## src/rtl/keypad_pkg.sv

```systemverilog
// Shared key codes, debounce FSM state encoding and key classification helper
// for the keypad entry buffer.
package keypad_pkg;

   localparam logic [4:0] KEY_NONE  = 5'b11111;
   localparam logic [4:0] KEY_BKSP  = 5'b11100;
   localparam logic [4:0] KEY_ENTER = 5'b11110;
   localparam logic [4:0] KEY_CLEAR = 5'b11000;
   localparam logic [4:0] KEY_DIGIT_MAX = 5'd9;

   typedef enum logic [2:0] {
      ST_IDLE,
      ST_DEBOUNCE,
      ST_ACT,
      ST_HOLD,
      ST_RELEASE
   } kp_state_e;

   typedef enum logic [1:0] {
      KC_NONE,
      KC_DIGIT,
      KC_SPECIAL
   } key_class_e;

   function automatic key_class_e classify_key(input logic [4:0] code);
      key_class_e cls;
      if (code <= KEY_DIGIT_MAX) begin
         cls = KC_DIGIT;
      end else if (code == KEY_BKSP || code == KEY_ENTER || code == KEY_CLEAR) begin
         cls = KC_SPECIAL;
      end else begin
         cls = KC_NONE;
      end
      return cls;
   endfunction

endpackage

```

## src/rtl/key_debounce.sv

```systemverilog
// Debounce/press tracker: turns a stable key code into one accept pulse per
// press, then waits for a stable release before arming again.
module key_debounce
   import keypad_pkg::*;
#(
   parameter int unsigned STABLE_CYCLES = 1000,
   parameter int unsigned CNT_W         = 10
) (
   input  logic       CLK,
   input  logic       RST_N,
   input  logic [4:0] key_i,
   output logic       accept_o,
   output logic [4:0] code_o
);

   localparam logic [CNT_W-1:0] STABLE_LIM = CNT_W'(STABLE_CYCLES);
   localparam logic [CNT_W-1:0] CNT_ONE    = CNT_W'(1);

   kp_state_e        state_q;
   logic [CNT_W-1:0] cnt_q;
   logic [CNT_W-1:0] cnt_inc;
   logic [4:0]       cand_q;
   logic [4:0]       key_n;
   logic             accept_q;

   // Unlisted codes behave exactly like an idle keypad.
   always_comb begin
      key_n = key_i;
      if (classify_key(key_i) == KC_NONE) begin
         key_n = KEY_NONE;
      end
   end

   assign cnt_inc = cnt_q + CNT_ONE;

   always_ff @(posedge CLK) begin
      if (!RST_N) begin
         state_q  <= ST_IDLE;
         cnt_q    <= '0;
         cand_q   <= KEY_NONE;
         accept_q <= 1'b0;
      end else begin
         accept_q <= 1'b0;
         unique case (state_q)
            ST_IDLE: begin
               if (key_n != KEY_NONE) begin
                  cand_q  <= key_n;
                  cnt_q   <= CNT_ONE;
                  state_q <= ST_DEBOUNCE;
               end
            end
            ST_DEBOUNCE: begin
               if (key_n != cand_q) begin
                  cnt_q   <= '0;
                  state_q <= ST_IDLE;
               end else begin
                  cnt_q <= cnt_inc;
                  if (cnt_inc == STABLE_LIM) begin
                     state_q  <= ST_ACT;
                     accept_q <= 1'b1;
                  end
               end
            end
            ST_ACT: begin
               cnt_q   <= '0;
               state_q <= ST_HOLD;
            end
            ST_HOLD: begin
               if (key_n == KEY_NONE) begin
                  cnt_q   <= CNT_ONE;
                  state_q <= ST_RELEASE;
               end
            end
            ST_RELEASE: begin
               // Any key activity restarts the release window without re-arming.
               if (key_n != KEY_NONE) begin
                  cnt_q <= '0;
               end else if (cnt_inc == STABLE_LIM) begin
                  cnt_q   <= '0;
                  state_q <= ST_IDLE;
               end else begin
                  cnt_q <= cnt_inc;
               end
            end
            default: begin
               cnt_q   <= '0;
               state_q <= ST_IDLE;
            end
         endcase
      end
   end

   assign accept_o = accept_q;
   assign code_o   = cand_q;

endmodule

```

## src/rtl/keypad_entry_buffer.sv

```systemverilog
// Keypad entry buffer: debounced presses drive an NDIGITS-deep BCD buffer.
// Define KEYPAD_AUTO_CLEAR_EN to clear the buffer on an accepted enter.
module keypad_entry_buffer
   import keypad_pkg::*;
#(
   parameter int unsigned NDIGITS       = 4,
   parameter int unsigned STABLE_CYCLES = 1000,
   parameter int unsigned CNT_W         = 10
) (
   input  logic                   CLK,
   input  logic                   RST_N,
   input  logic [4:0]             Key,
   output logic [4*NDIGITS-1:0]   Digits,
   output logic [2:0]             DigitCount,
   output logic                   KeyStrobe,
   output logic                   EntryValid,
   output logic [4*NDIGITS-1:0]   EntryValue,
   output logic                   Overflow
);

   localparam int unsigned DW   = 4 * NDIGITS;
   localparam logic [2:0]  FULL = 3'(NDIGITS);

   logic          accept;
   logic [4:0]    code;

   logic [DW-1:0] digits_q, digits_d;
   logic [DW-1:0] value_q,  value_d;
   logic [2:0]    count_q,  count_d;
   logic          strobe_q, strobe_d;
   logic          valid_q,  valid_d;
   logic          ovf_q,    ovf_d;

   key_debounce #(
      .STABLE_CYCLES (STABLE_CYCLES),
      .CNT_W         (CNT_W)
   ) u_debounce (
      .CLK      (CLK),
      .RST_N    (RST_N),
      .key_i    (Key),
      .accept_o (accept),
      .code_o   (code)
   );

   always_comb begin
      digits_d = digits_q;
      value_d  = value_q;
      count_d  = count_q;
      strobe_d = 1'b0;
      valid_d  = 1'b0;
      ovf_d    = 1'b0;
      if (accept) begin
         strobe_d = 1'b1;
         if (classify_key(code) == KC_DIGIT) begin
            if (count_q < FULL) begin
               digits_d = {digits_q[DW-5:0], code[3:0]};
               count_d  = count_q + 3'd1;
            end else begin
               ovf_d = 1'b1;
            end
         end else begin
            case (code)
               KEY_BKSP: begin
                  if (count_q != 3'd0) begin
                     digits_d = {4'h0, digits_q[DW-1:4]};
                     count_d  = count_q - 3'd1;
                  end
               end
               KEY_CLEAR: begin
                  digits_d = '0;
                  count_d  = '0;
               end
               KEY_ENTER: begin
                  if (count_q != 3'd0) begin
                     value_d = digits_q;
                     valid_d = 1'b1;
`ifdef KEYPAD_AUTO_CLEAR_EN
                     digits_d = '0;
                     count_d  = '0;
`endif
                  end
               end
               default: ;
            endcase
         end
      end
   end

   always_ff @(posedge CLK) begin
      if (!RST_N) begin
         digits_q <= '0;
         value_q  <= '0;
         count_q  <= '0;
         strobe_q <= 1'b0;
         valid_q  <= 1'b0;
         ovf_q    <= 1'b0;
      end else begin
         digits_q <= digits_d;
         value_q  <= value_d;
         count_q  <= count_d;
         strobe_q <= strobe_d;
         valid_q  <= valid_d;
         ovf_q    <= ovf_d;
      end
   end

   assign Digits     = digits_q;
   assign DigitCount = count_q;
   assign KeyStrobe  = strobe_q;
   assign EntryValid = valid_q;
   assign EntryValue = value_q;
   assign Overflow   = ovf_q;

endmodule
```

## config.mk

```make
export PLATFORM = sky130hd
export DESIGN_NAME = keypad_entry_buffer
export DESIGN_NICKNAME = d
export VERILOG_FILES = /design/src/rtl/keypad_pkg.sv /design/src/rtl/key_debounce.sv /design/src/rtl/keypad_entry_buffer.sv
export SDC_FILE = /design/constraint.sdc
export NUM_CORES = 1
export LEC_CHECK = 0
export CAP_MARGIN = 20
export CORE_UTILIZATION = 36
export CTS_CLUSTER_DIAMETER = 50
export DETAILED_ROUTE_END_ITERATION = 10
export GPL_TIMING_DRIVEN = 0
export HOLD_SLACK_MARGIN = 0.08
export SLEW_MARGIN = 20
export SYNTH_ARGS = -nofsm -noshare
export SYNTH_HDL_FRONTEND = slang
export SYNTH_HIERARCHICAL = 1
export SYNTH_SLANG_ARGS = --single-unit
export TNS_END_PERCENT = 50
```

## constraint.sdc

```tcl
create_clock -name CLK -period 4.9 [get_ports CLK]
set_input_delay 0.98 -clock CLK [delete_from_list [all_inputs] [get_ports CLK]]
set_output_delay 0.98 -clock CLK [all_outputs]
set_load 0.02 [all_outputs]
```

==> results of run 1 <==
-- metal layers --
| layer | vias to the layer above | GRT usage | wire, um | share of wire |
|---|---|---|---|---|
| li1 | 1403 | - | - | - |
| met1 | 1313 | 0.2366 | 3500 | 0.46 |
| met2 | 88 | 0.3108 | 3559 | 0.47 |
| met3 | 16 | 0.05097 | 401 | 0.053 |
| met4 | 0 | 0.05641 | 120 | 0.016 |
| met5 | - | 0 | 0 | 0 |
-- cell families after synthesis --
family          count (synthesis)  share of synthesized area
buf+inv                        33                    0.05701
mux                            20                    0.06563
compound gates                 82                     0.2141
simple gates                  147                     0.2642
xor+xnor                        3                   0.008615
flops                          57                     0.3741
fa+ha+maj                       4                    0.01641
-- cells in the final DEF (no fill, tap or decap), types with 10 or more instances in the layout --
master	Yosys	routed
a21boi_0	10	10
nor3b_1	10	10
nor2b_1	22	22
a222oi_1	10	10
nor3_1	20	20
clkdlybuf4s50_1	0	44
nor2_1	14	14
nand3_1	19	19
mux2i_1	20	20
inv_1	11	11
nand2_1	35	35
dfxtp_1	57	57
o21ai_0	12	12
-- metrics by stage --
step / setup WS (ns) / instance area, um^2 / utilization / power [mW]
after floorplan: 2.255 / 3050 / - / 0.5867
after global placement: 1.526 / 3622 / 0.4408 / 0.6187
after detailed placement: 1.523 / 3622 / 0.4408 / 0.6204
after CTS: 1.880 / 3849 / 0.4684 / 1.123
after global routing: 1.639 / 3849 / 0.4684 / 1.165
final: 1.819 / 3849 / 0.4684 / 1.110
-- where the power goes --
group	internal (mW)	leakage (nW)	switching (mW)
combinational	0.0484	0.747	0.0692
sequential	0.472	0.461	0.0213
clock	0.291	0.110	0.207
total	0.812	1.32	0.298
-- synthesized netlist by cell type, types with 9 or more instances --
library cell,count,area share
a21boi_0,10,0.025
a222oi_1,10,0.033
clkbuf_1,9,0.011
dfxtp_1,57,0.37
inv_1,11,0.014
mux2i_1,20,0.066
nand2_1,35,0.043
nand3_1,19,0.031
nor2_1,14,0.017
nor2b_1,22,0.045
nor3_1,20,0.033
nor3b_1,10,0.025
o21ai_0,12,0.020
-- worst max-delay path by stage --
stage	startpoint	end	slack, ns	depth (start not counted)
5_1_grt	Key[4]	u_debounce/cnt_q[2]$_SDFFE_PN0P_	1.64	8
3_5_place_dp	Key[4]	u_debounce/cnt_q[6]$_SDFFE_PN0P_	1.52	8
6_report	Key[4]	u_debounce/cnt_q[6]$_SDFFE_PN0P_	1.82	8
4_1_cts	Key[4]	u_debounce/cnt_q[6]$_SDFFE_PN0P_	1.88	8
2_1_floorplan	Key[3]	u_debounce/cnt_q[2]$_SDFFE_PN0P_	2.25	8
3_3_place_gp	Key[3]	u_debounce/cnt_q[2]$_SDFFE_PN0P_	1.53	9
-- worst max-delay path, stage by stage --
cell and delay (ns):
clkdlybuf4s50_1 0.53, buf_2 0.23, nand3b_1 0.15, o22ai_1 0.61
a211oi_1 0.13, clkbuf_1 0.28, o2111ai_1 0.25, a22oi_1 0.11
-- registers in the layout (all words and copies together), names as in the netlist --
name and cells:
Digits 16, EntryValue 16, u_debounce/cnt_q 10, u_debounce/code_o 5
DigitCount 3, u_debounce/state_q 3, EntryValid 1, KeyStrobe 1
Overflow 1, u_debounce/accept_o 1
-- final cells by class --
| type | count | area share |
|---|---|---|
| Inverter | 11 | 0.01073 |
| Sequential cell | 57 | 0.2965 |
| Timing Repair Buffer | 44 | 0.1144 |
| Clock inverter | 7 | 0.02666 |
| Tap cell | 105 | 0.03414 |
| Clock buffer | 9 | 0.03218 |
| Buffer | 22 | 0.03446 |
| Multi-Input combinational cell | 256 | 0.4509 |
==> results.json, run 1 <==
{
  "reg2reg_to": "u_debounce/cnt_q[2]$_SDFFE_PN0P_",
  "routed_via_density": 5.519,
  "die_h_um": 94.05,
  "overflow": 0,
  "path_max_fanout": 10,
  "finalSetupViolCount": 0,
  "netlist_instances": 346,
  "critPathRequiredTime_ns": 5.11,
  "drtIter0Drc": 265,
  "crit_path_end_kind": "flip-flop",
  "post_cts_buffers": 0,
  "setup.worst_path.start_class": "input port",
  "finalWeightedCongestion": 0.8250,
  "ys_seq_elements": 57,
  "grt_use_total": 0.1878,
  "drt_wl_total_um": 7581,
  "stdcell_count": 511,
  "cts_tree": "yes",
  "p_per_area_nw_per_um2": 288.3,
  "maxSlewHeadroom": 0.4827,
  "leakage_nw": 1.318,
  "multiInputGateArea_um2": 1735,
  "drc_errors": 0,
  "final.min_clock_period_ns": 3.081,
  "synth_flop_cell": "dfxtp_1",
  "worst_ep_arrival_time_ns": 3.29,
  "dpl.cell_count": 495,
  "status": "complete, no violations",
  "grt_pass1_vias": 2661,
  "cts_sinks": 57,
  "holdWs_ns": 0.4850,
  "skew_ns": 0.007103,
  "rr_worst_depth": 7,
  "cts.path.max_buffers": 2,
  "io_pins": 45,
  "crit_type": "input port to flip-flop",
  "coreArea_um2": 8217,
  "synth_cell_type_count": 58,
  "rsz0062_at_grt": "false",
  "n_antenna_cell": 0,
  "io_buffers": 44,
  "min_path_type": "flip-flop to flip-flop",
  "vdd.ir_drop.worst_mv": 0.1693,
  "hold_path_depth": 2,
  "fin_crit_sh": 0.6287,
  "synthToLayoutAreaGrowth_pct": 26.17,
  "htreeDepth": 3,
  "grt_start_max_net_pins": 13,
  "hpwl_um": 5446,
  "routedWlPerCell_um": 14.84,
  "root_buffer": "clkbuf_8",
  "rrSetupSlack_ns": 2.58,
  "synth_edf_count": 0,
  "drt_pass1_iterations": 6,
  "ff_latch_area_um2": 1141,
  "slew_violations": 0,
  "fmax_mhz": 324.6,
  "initial_core_util": 0.3713,
  "min-delay-start": "u_debounce/cnt_q[9]$_SDFFE_PN0P_",
  "cts.clk_slew.worst_paths_ns": 0.07,
  "final_hold_viol_count": 0,
  "tightest_slew_ns": 0.7700,
  "die_w_um": 94.05,
  "vias": 2820,
  "n_fill_cell": 779,
  "grt_pass1_wl_um": 12900,
  "drv_cap": 0,
  "netlist_area_um2": 3050,
  "antenna_found_initial": 0,
  "ant_nets": 0,
  "clock_latency_ns": 0.34,
  "yosys_warnings": 6,
  "cts.repair.resized": 0,
  "drive_gt1_frac": 0.09852,
  "postSynthAreaPerCell_um2": 8.816,
  "setup_tns_ns": 0,
  "die_area_um2": 8845,
  "cts_made_buffers": 9,
  "timing.rr.start": "u_debounce/code_o[3]$_SDFFE_PN1P_",
  "async_flop_share": 0,
  "synth_seq_area_share": 0.3741,
  "fin_nets": 412,
  "ctsHoldBuffers": 0,
  "syn_nets": 357,
  "rows": 33,
  "hold-path-endpoint": "u_debounce/cnt_q[9]$_SDFFE_PN0P_"
}
Power figures use the tool's default switching activity.
==> run 2, diff against run 1 <==
==> constraint.sdc (replaced) <==
create_clock -name CLK -period 2.8 [get_ports CLK]
set_input_delay 0.56 -clock CLK [delete_from_list [all_inputs] [get_ports CLK]]
set_output_delay 0.56 -clock CLK [all_outputs]
set_load 0.02 [all_outputs]
==> run 2 against run 1 <==
Net effect:
- sequential share of layout area about the same
- final cell count unchanged
- critical path depth increased by 1
- largest power group unchanged
==> results.json, run 2 (synthesized netlist as in run 1, its figures left out) <==
{
  "maxSlewHeadroom": 0.5211,
  "clock_latency_ns": 0.34,
  "final.min_clock_period_ns": 2.615,
  "switching_power_mw": 0.5238,
  "overflow": 0,
  "grt_use_total": 0.1878,
  "ff_latch_area_um2": 1141,
  "dpl_cell_area_um2": 3622,
  "status": "complete, no violations",
  "combPwrFrac": 0.106,
  "drive_gt1_frac": 0.1010,
  "cts_made_buffers": 9,
  "critPathRequiredTime_ns": 3.06,
  "cts_tree": "yes",
  "fin_nets": 412,
  "post_cts_buffers": 0,
  "setup_tns_ns": 0,
  "io_buffers": 44,
  "drv_cap": 0,
  "final_cell_mix": "dfxtp_1, clkdlybuf4s50_1, nand2_1, nor2b_1",
  "crit_path_end_kind": "flip-flop",
  "grt_start_max_net_pins": 13,
  "intPower_mw": 1.421,
  "drtIter0Drc": 228,
  "synthToLayoutAreaGrowth_pct": 26.37,
  "initial_core_util": 0.3713,
  "finalSetupViolCount": 0,
  "min_path_type": "flip-flop to flip-flop",
  "skew_ns": 0.007038,
  "clkPwrFrac": 0.450,
  "grt_pass1_vias": 2661,
  "cts.path.max_buffers": 2,
  "fmax_mhz": 382.5,
  "grt_pass1_wl_um": 12900,
  "drt_pass1_iterations": 6,
  "rows": 33,
  "vdd.ir_drop.worst_mv": 0.2963,
  "drt_wl_total_um": 7608,
  "routed_via_density": 5.528,
  "crit_type": "input port to flip-flop",
  "routedWlPerCell_um": 14.89,
  "hpwl_um": 5446,
  "vias": 2825,
  "fin_area_um2": 3855,
  "htreeDepth": 3,
  "final_hold_viol_count": 0,
  "n_fill_cell": 777,
  "coreArea_um2": 8217,
  "die_h_um": 94.05,
  "drc_errors": 0,
  "ant_nets": 0,
  "io_pins": 45,
  "die_area_um2": 8845,
  "root_buffer": "clkbuf_8",
  "setup.worst_path.start_class": "input port",
  "cts.clk_slew.worst_paths_ns": 0.07,
  "antenna_found_initial": 0,
  "slew_violations": 0,
  "worst_ep_arrival_time_ns": 2.88,
  "path_max_fanout": 10,
  "finalWeightedCongestion": 0.8250,
  "leakage_nw": 1.321,
  "tightest_slew_ns": 0.7129,
  "cts_sinks": 57,
  "rsz0062_at_grt": "false",
  "p_per_area_nw_per_um2": 504.5,
  "fin_crit_sh": 0.9338,
  "final_common_cell": "dfxtp_1",
  "pwr-share-seq": 0.444,
  "switching_share": 0.2693,
  "multiInputGateArea_um2": 1742,
  "die_w_um": 94.05,
  "n_antenna_cell": 0
}
[run 2: timing repair]
item                                    in CTS  in global routing
hold buffers                                 0                  0
endpoints found under the setup margin       0                  4
resized for setup                            0                  1
[run 2: area by class of cell]
| type | count | share of cell area |
|---|---|---|
| inverters | 11 | 0.01071 |
| flip-flops and latches | 57 | 0.2960 |
| well taps | 105 | 0.03408 |
| repair buffers | 44 | 0.1142 |
| clock buffers | 9 | 0.03213 |
| clock inverters | 7 | 0.02661 |
| multi-input cells | 256 | 0.4518 |
| plain buffers | 22 | 0.03440 |
[run 2: per-layer routing]
layer  routed length (um)  track usage  share of wire
met1                 3528       0.2366           0.46
met2                 3548       0.3108           0.47
met3                  408      0.05097          0.054
met4                  123      0.05641          0.016
met5                    0            0              0
[run 2: worst paths after layout]
kind	end	start	depth (start not counted)	slack (ns)
worst max-delay path	u_debounce/cnt_q[2]$_SDFFE_PN0P_	Key[4]	9	0.19
worst min-delay path	u_debounce/cnt_q[9]$_SDFFE_PN0P_	u_debounce/cnt_q[9]$_SDFFE_PN0P_	2	0.49
worst max register to register	u_debounce/cnt_q[2]$_SDFFE_PN0P_	u_debounce/code_o[3]$_SDFFE_PN1P_	7	0.47
worst min register to register	u_debounce/cnt_q[9]$_SDFFE_PN0P_	u_debounce/cnt_q[9]$_SDFFE_PN0P_	2	0.49
[run 2: per-stage QoR]
stage | hold WS, ns | utilization | total power [mW] | cells | setup slack (ns)
floorplan | 0.4516 | - | 1.027 | 346 | 0.5750
global placement | 0.4723 | 0.4408 | 1.083 | 495 | -0.1539
detailed placement | 0.4806 | 0.4408 | 1.086 | 495 | -0.1567
CTS | 0.4904 | 0.4684 | 1.966 | 511 | 0.1998
global route | 0.5443 | 0.4692 | 2.041 | 511 | 0.05126
finish | 0.4850 | 0.4692 | 1.945 | 511 | 0.1854
[run 2: power groups by stage]
stage	logic, mW	clock network [mW]	registers (mW)
2_1_floorplan	0.158	0	0.869
3_3_place_gp	0.202	0	0.881
3_5_place_dp	0.205	0	0.881
4_1_cts	0.205	0.899	0.862
5_1_grt	0.232	0.940	0.869
6_report	0.206	0.875	0.864
[run 2: critical path, cell delays in order]
cell and delay, ns:
clkdlybuf4s50_1 0.53, buf_2 0.25, o21ai_0 0.18, a2111oi_4 0.37
o21ai_2 0.13, nor4_4 0.38, buf_6 0.21, a211oi_1 0.06
a211oi_2 0.20
==> run 3, diff against run 2 <==
--- a/config.mk
+++ b/config.mk
@@ -5,12 +5,14 @@
 export SDC_FILE = /design/constraint.sdc
 export NUM_CORES = 1
 export LEC_CHECK = 0
+export ABC_CLOCK_PERIOD_IN_PS = 2800
 export CAP_MARGIN = 20
 export CORE_UTILIZATION = 36
 export CTS_CLUSTER_DIAMETER = 50
 export DETAILED_ROUTE_END_ITERATION = 10
 export GPL_TIMING_DRIVEN = 0
 export HOLD_SLACK_MARGIN = 0.08
+export SETUP_SLACK_MARGIN = 0.4
 export SLEW_MARGIN = 20
 export SYNTH_ARGS = -nofsm -noshare
 export SYNTH_HDL_FRONTEND = slang
==> constraint.sdc (replaced) <==
create_clock -name CLK -period 2.8 [get_ports CLK]
set_input_delay 0.84 -clock CLK [delete_from_list [all_inputs] [get_ports CLK]]
set_output_delay 0.84 -clock CLK [all_outputs]
set_load 0.02 [all_outputs]
==> run 3 against run 2 <==
Net effect:
- fmax is 11% higher
- die area unchanged
- setup slack improved by 0.26 ns
- global-route usage is essentially flat
- non-clock buffer count rose by 7
- final cell count grew 1.4%
- utilization is 1.2 points higher
- worst hold slack improved by 0.0044 ns
- clock skew is 0.0041 ns higher
- via count increased by 1.2%
- critical endpoint is now u_debounce/cnt_q[0]$_SDFFE_PN0P_
- largest cell class unchanged
==> results.json, run 3 (synthesized netlist as in run 1, its figures left out) <==
{
  "dpl_cell_area_um2": 3622,
  "p_per_area_nw_per_um2": 493.4,
  "cts.clk_slew.worst_paths_ns": 0.06,
  "setup.worst_path.start_class": "input port",
  "path_max_fanout": 7,
  "endpoint": "u_debounce/cnt_q[0]$_SDFFE_PN0P_",
  "multiInputGateArea_um2": 1804,
  "hpwl_um": 5481,
  "routedWlPerCell_um": 15.17,
  "slew_violations": 0,
  "finalSetupViolCount": 0,
  "root_buffer": "clkbuf_8",
  "timing.rr.start": "u_debounce/cnt_q[0]$_SDFFE_PN0P_",
  "skew_ns": 0.01110,
  "maxSlewHeadroom": 0.4612,
  "cts.path.max_buffers": 2,
  "die_area_um2": 8845,
  "rr_worst_depth": 7,
  "clock_latency_ns": 0.34,
  "coreArea_um2": 8217,
  "htreeDepth": 3,
  "grt_pass1_vias": 2594,
  "final_cell_mix": "dfxtp_1, clkdlybuf4s50_1, nand2_1, nor2b_1, nor3_1",
  "die_h_um": 94.05,
  "cp_slowest_cell": "a2111oi_4",
  "cts_sinks": 57,
  "drtIter0Drc": 172,
  "vdd.ir_drop.worst_mv": 0.2354,
  "cpPeakStageDelay_ns": 0.42,
  "worst-path-stages": 8,
  "fin_nets": 419,
  "fmax_mhz": 424.9,
  "n_antenna_cell": 0,
  "final_hold_viol_count": 0,
  "worst_ep_arrival_time_ns": 2.59,
  "io_pins": 45,
  "vias": 2860,
  "stdcell_count": 518,
  "fin_crit_sh": 0.8405,
  "antenna_found_initial": 0,
  "grt_start_max_net_pins": 12,
  "critPathLaunch": "Key[1]",
  "rrSetupSlack_ns": 0.58,
  "final.min_clock_period_ns": 2.354,
  "drt_wl_total_um": 7858,
  "finalWeightedCongestion": 0.8374,
  "initial_core_util": 0.3713,
  "n_fill_cell": 787,
  "drv_cap": 0,
  "io_buffers": 44,
  "ff_latch_area_um2": 1141,
  "tightest_slew_ns": 0.8020,
  "drc_errors": 0,
  "cts_tree": "yes",
  "min_path_type": "flip-flop to flip-flop",
  "crit_path_end_kind": "flip-flop",
  "ant_nets": 0,
  "routed_via_density": 5.521,
  "synthToLayoutAreaGrowth_pct": 29.74,
  "rows": 33,
  "cpLargestDelayFamily": "compound AO/OA/AOI/OAI gates",
  "crit_top_cell": "or2_4",
  "cts_made_buffers": 9,
  "status": "complete, no violations",
  "crit_path_cell_trace": "clkbuf_2 > or2_4 > o2111a_1 > a2111oi_4 > nor4_4 > buf_4 > or2_4 > a32o_1",
  "grt_pass1_wl_um": 12750,
  "grt_use_total": 0.1882,
  "dpl.cell_count": 495,
  "critPathRequiredTime_ns": 3.03,
  "ctsHoldBuffers": 0,
  "rsz0062_at_grt": "false",
  "crit_buf_inv": 2,
  "final_common_cell": "dfxtp_1",
  "drive_gt1_frac": 0.1501,
  "overflow": 0,
  "die_w_um": 94.05,
  "holdWs_ns": 0.4894,
  "fin_area_um2": 3958,
  "reg2reg_to": "u_debounce/cnt_q[6]$_SDFFE_PN0P_",
  "crit_type": "input port to flip-flop",
  "drt_pass1_iterations": 6,
  "leakage_nw": 1.372
}
[run 3: worst min-delay path by stage]
| stage | startpoint | endpoint | slack (ns) | cells past startpoint |
|---|---|---|---|---|
| after global routing | u_debounce/cnt_q[9]$_SDFFE_PN0P_ | u_debounce/cnt_q[9]$_SDFFE_PN0P_ | 0.53 | 2 |
| after global placement | u_debounce/cnt_q[9]$_SDFFE_PN0P_ | u_debounce/cnt_q[9]$_SDFFE_PN0P_ | 0.48 | 2 |
| after CTS | u_debounce/cnt_q[9]$_SDFFE_PN0P_ | u_debounce/cnt_q[9]$_SDFFE_PN0P_ | 0.49 | 2 |
| final | u_debounce/cnt_q[9]$_SDFFE_PN0P_ | u_debounce/cnt_q[9]$_SDFFE_PN0P_ | 0.49 | 2 |
| after floorplan | u_debounce/cnt_q[9]$_SDFFE_PN0P_ | u_debounce/cnt_q[9]$_SDFFE_PN0P_ | 0.45 | 2 |
| after detailed placement | u_debounce/cnt_q[9]$_SDFFE_PN0P_ | u_debounce/cnt_q[9]$_SDFFE_PN0P_ | 0.48 | 2 |
[run 3: worst register-to-register path, cell delays in order (launching register included)]
cell and delay (ns):
dfxtp_1 0.49, nand3_4 0.18, or3_1 0.42, a211oi_2 0.31, a211oi_1 0.15, clkbuf_2 0.23, o2111ai_1 0.23, a22oi_1 0.10
[run 3: timing repair]
| action | in CTS | in global routing |
|---|---|---|
| setup buffers | 3 | 3 |
| gates cloned | 1 | 0 |
| pin swaps | 9 | 5 |
| endpoints found under the setup margin | 18 | 14 |
| endpoints found under the hold margin | 0 | 0 |
| resized for setup | 20 | 20 |
[run 3: report_power, final]
part	switching, mW	leakage, nW	internal (mW)
sequential	0.0396	0.461	0.827
combinational	0.132	0.799	0.0984
clock	0.332	0.113	0.524
[run 3: routing by layer]
layer,vias up,global-route usage,wire [um]
met4,0,0.07179,136
met1,1352,0.2347,3539
li1,1415,-,-
met3,12,0.05744,441
met5,-,0,0
met2,81,0.3023,3741
[run 3: area by class of cell]
type	count	area share
Buffer	22	0.03573
Clock buffer	11	0.03573
Clock inverter	5	0.01992
Inverter	11	0.01043
Multi-Input combinational cell	256	0.4559
Sequential cell	57	0.2883
Tap cell	105	0.03320
Timing Repair Buffer	51	0.1208
[run 3: stage by stage]
stage / setup slack [ns] / util / setup TNS, ns / power, mW
2_1_floorplan: 0.4250 / - / 0 / 1.027
3_3_place_gp: -0.4125 / 0.4408 / -5.152 / 1.084
3_5_place_dp: -0.4578 / 0.4408 / -5.772 / 1.087
4_1_cts: 0.3323 / 0.4760 / 0 / 1.965
5_1_grt: 0.3996 / 0.4817 / 0 / 2.039
6_report: 0.4465 / 0.4817 / 0 / 1.952
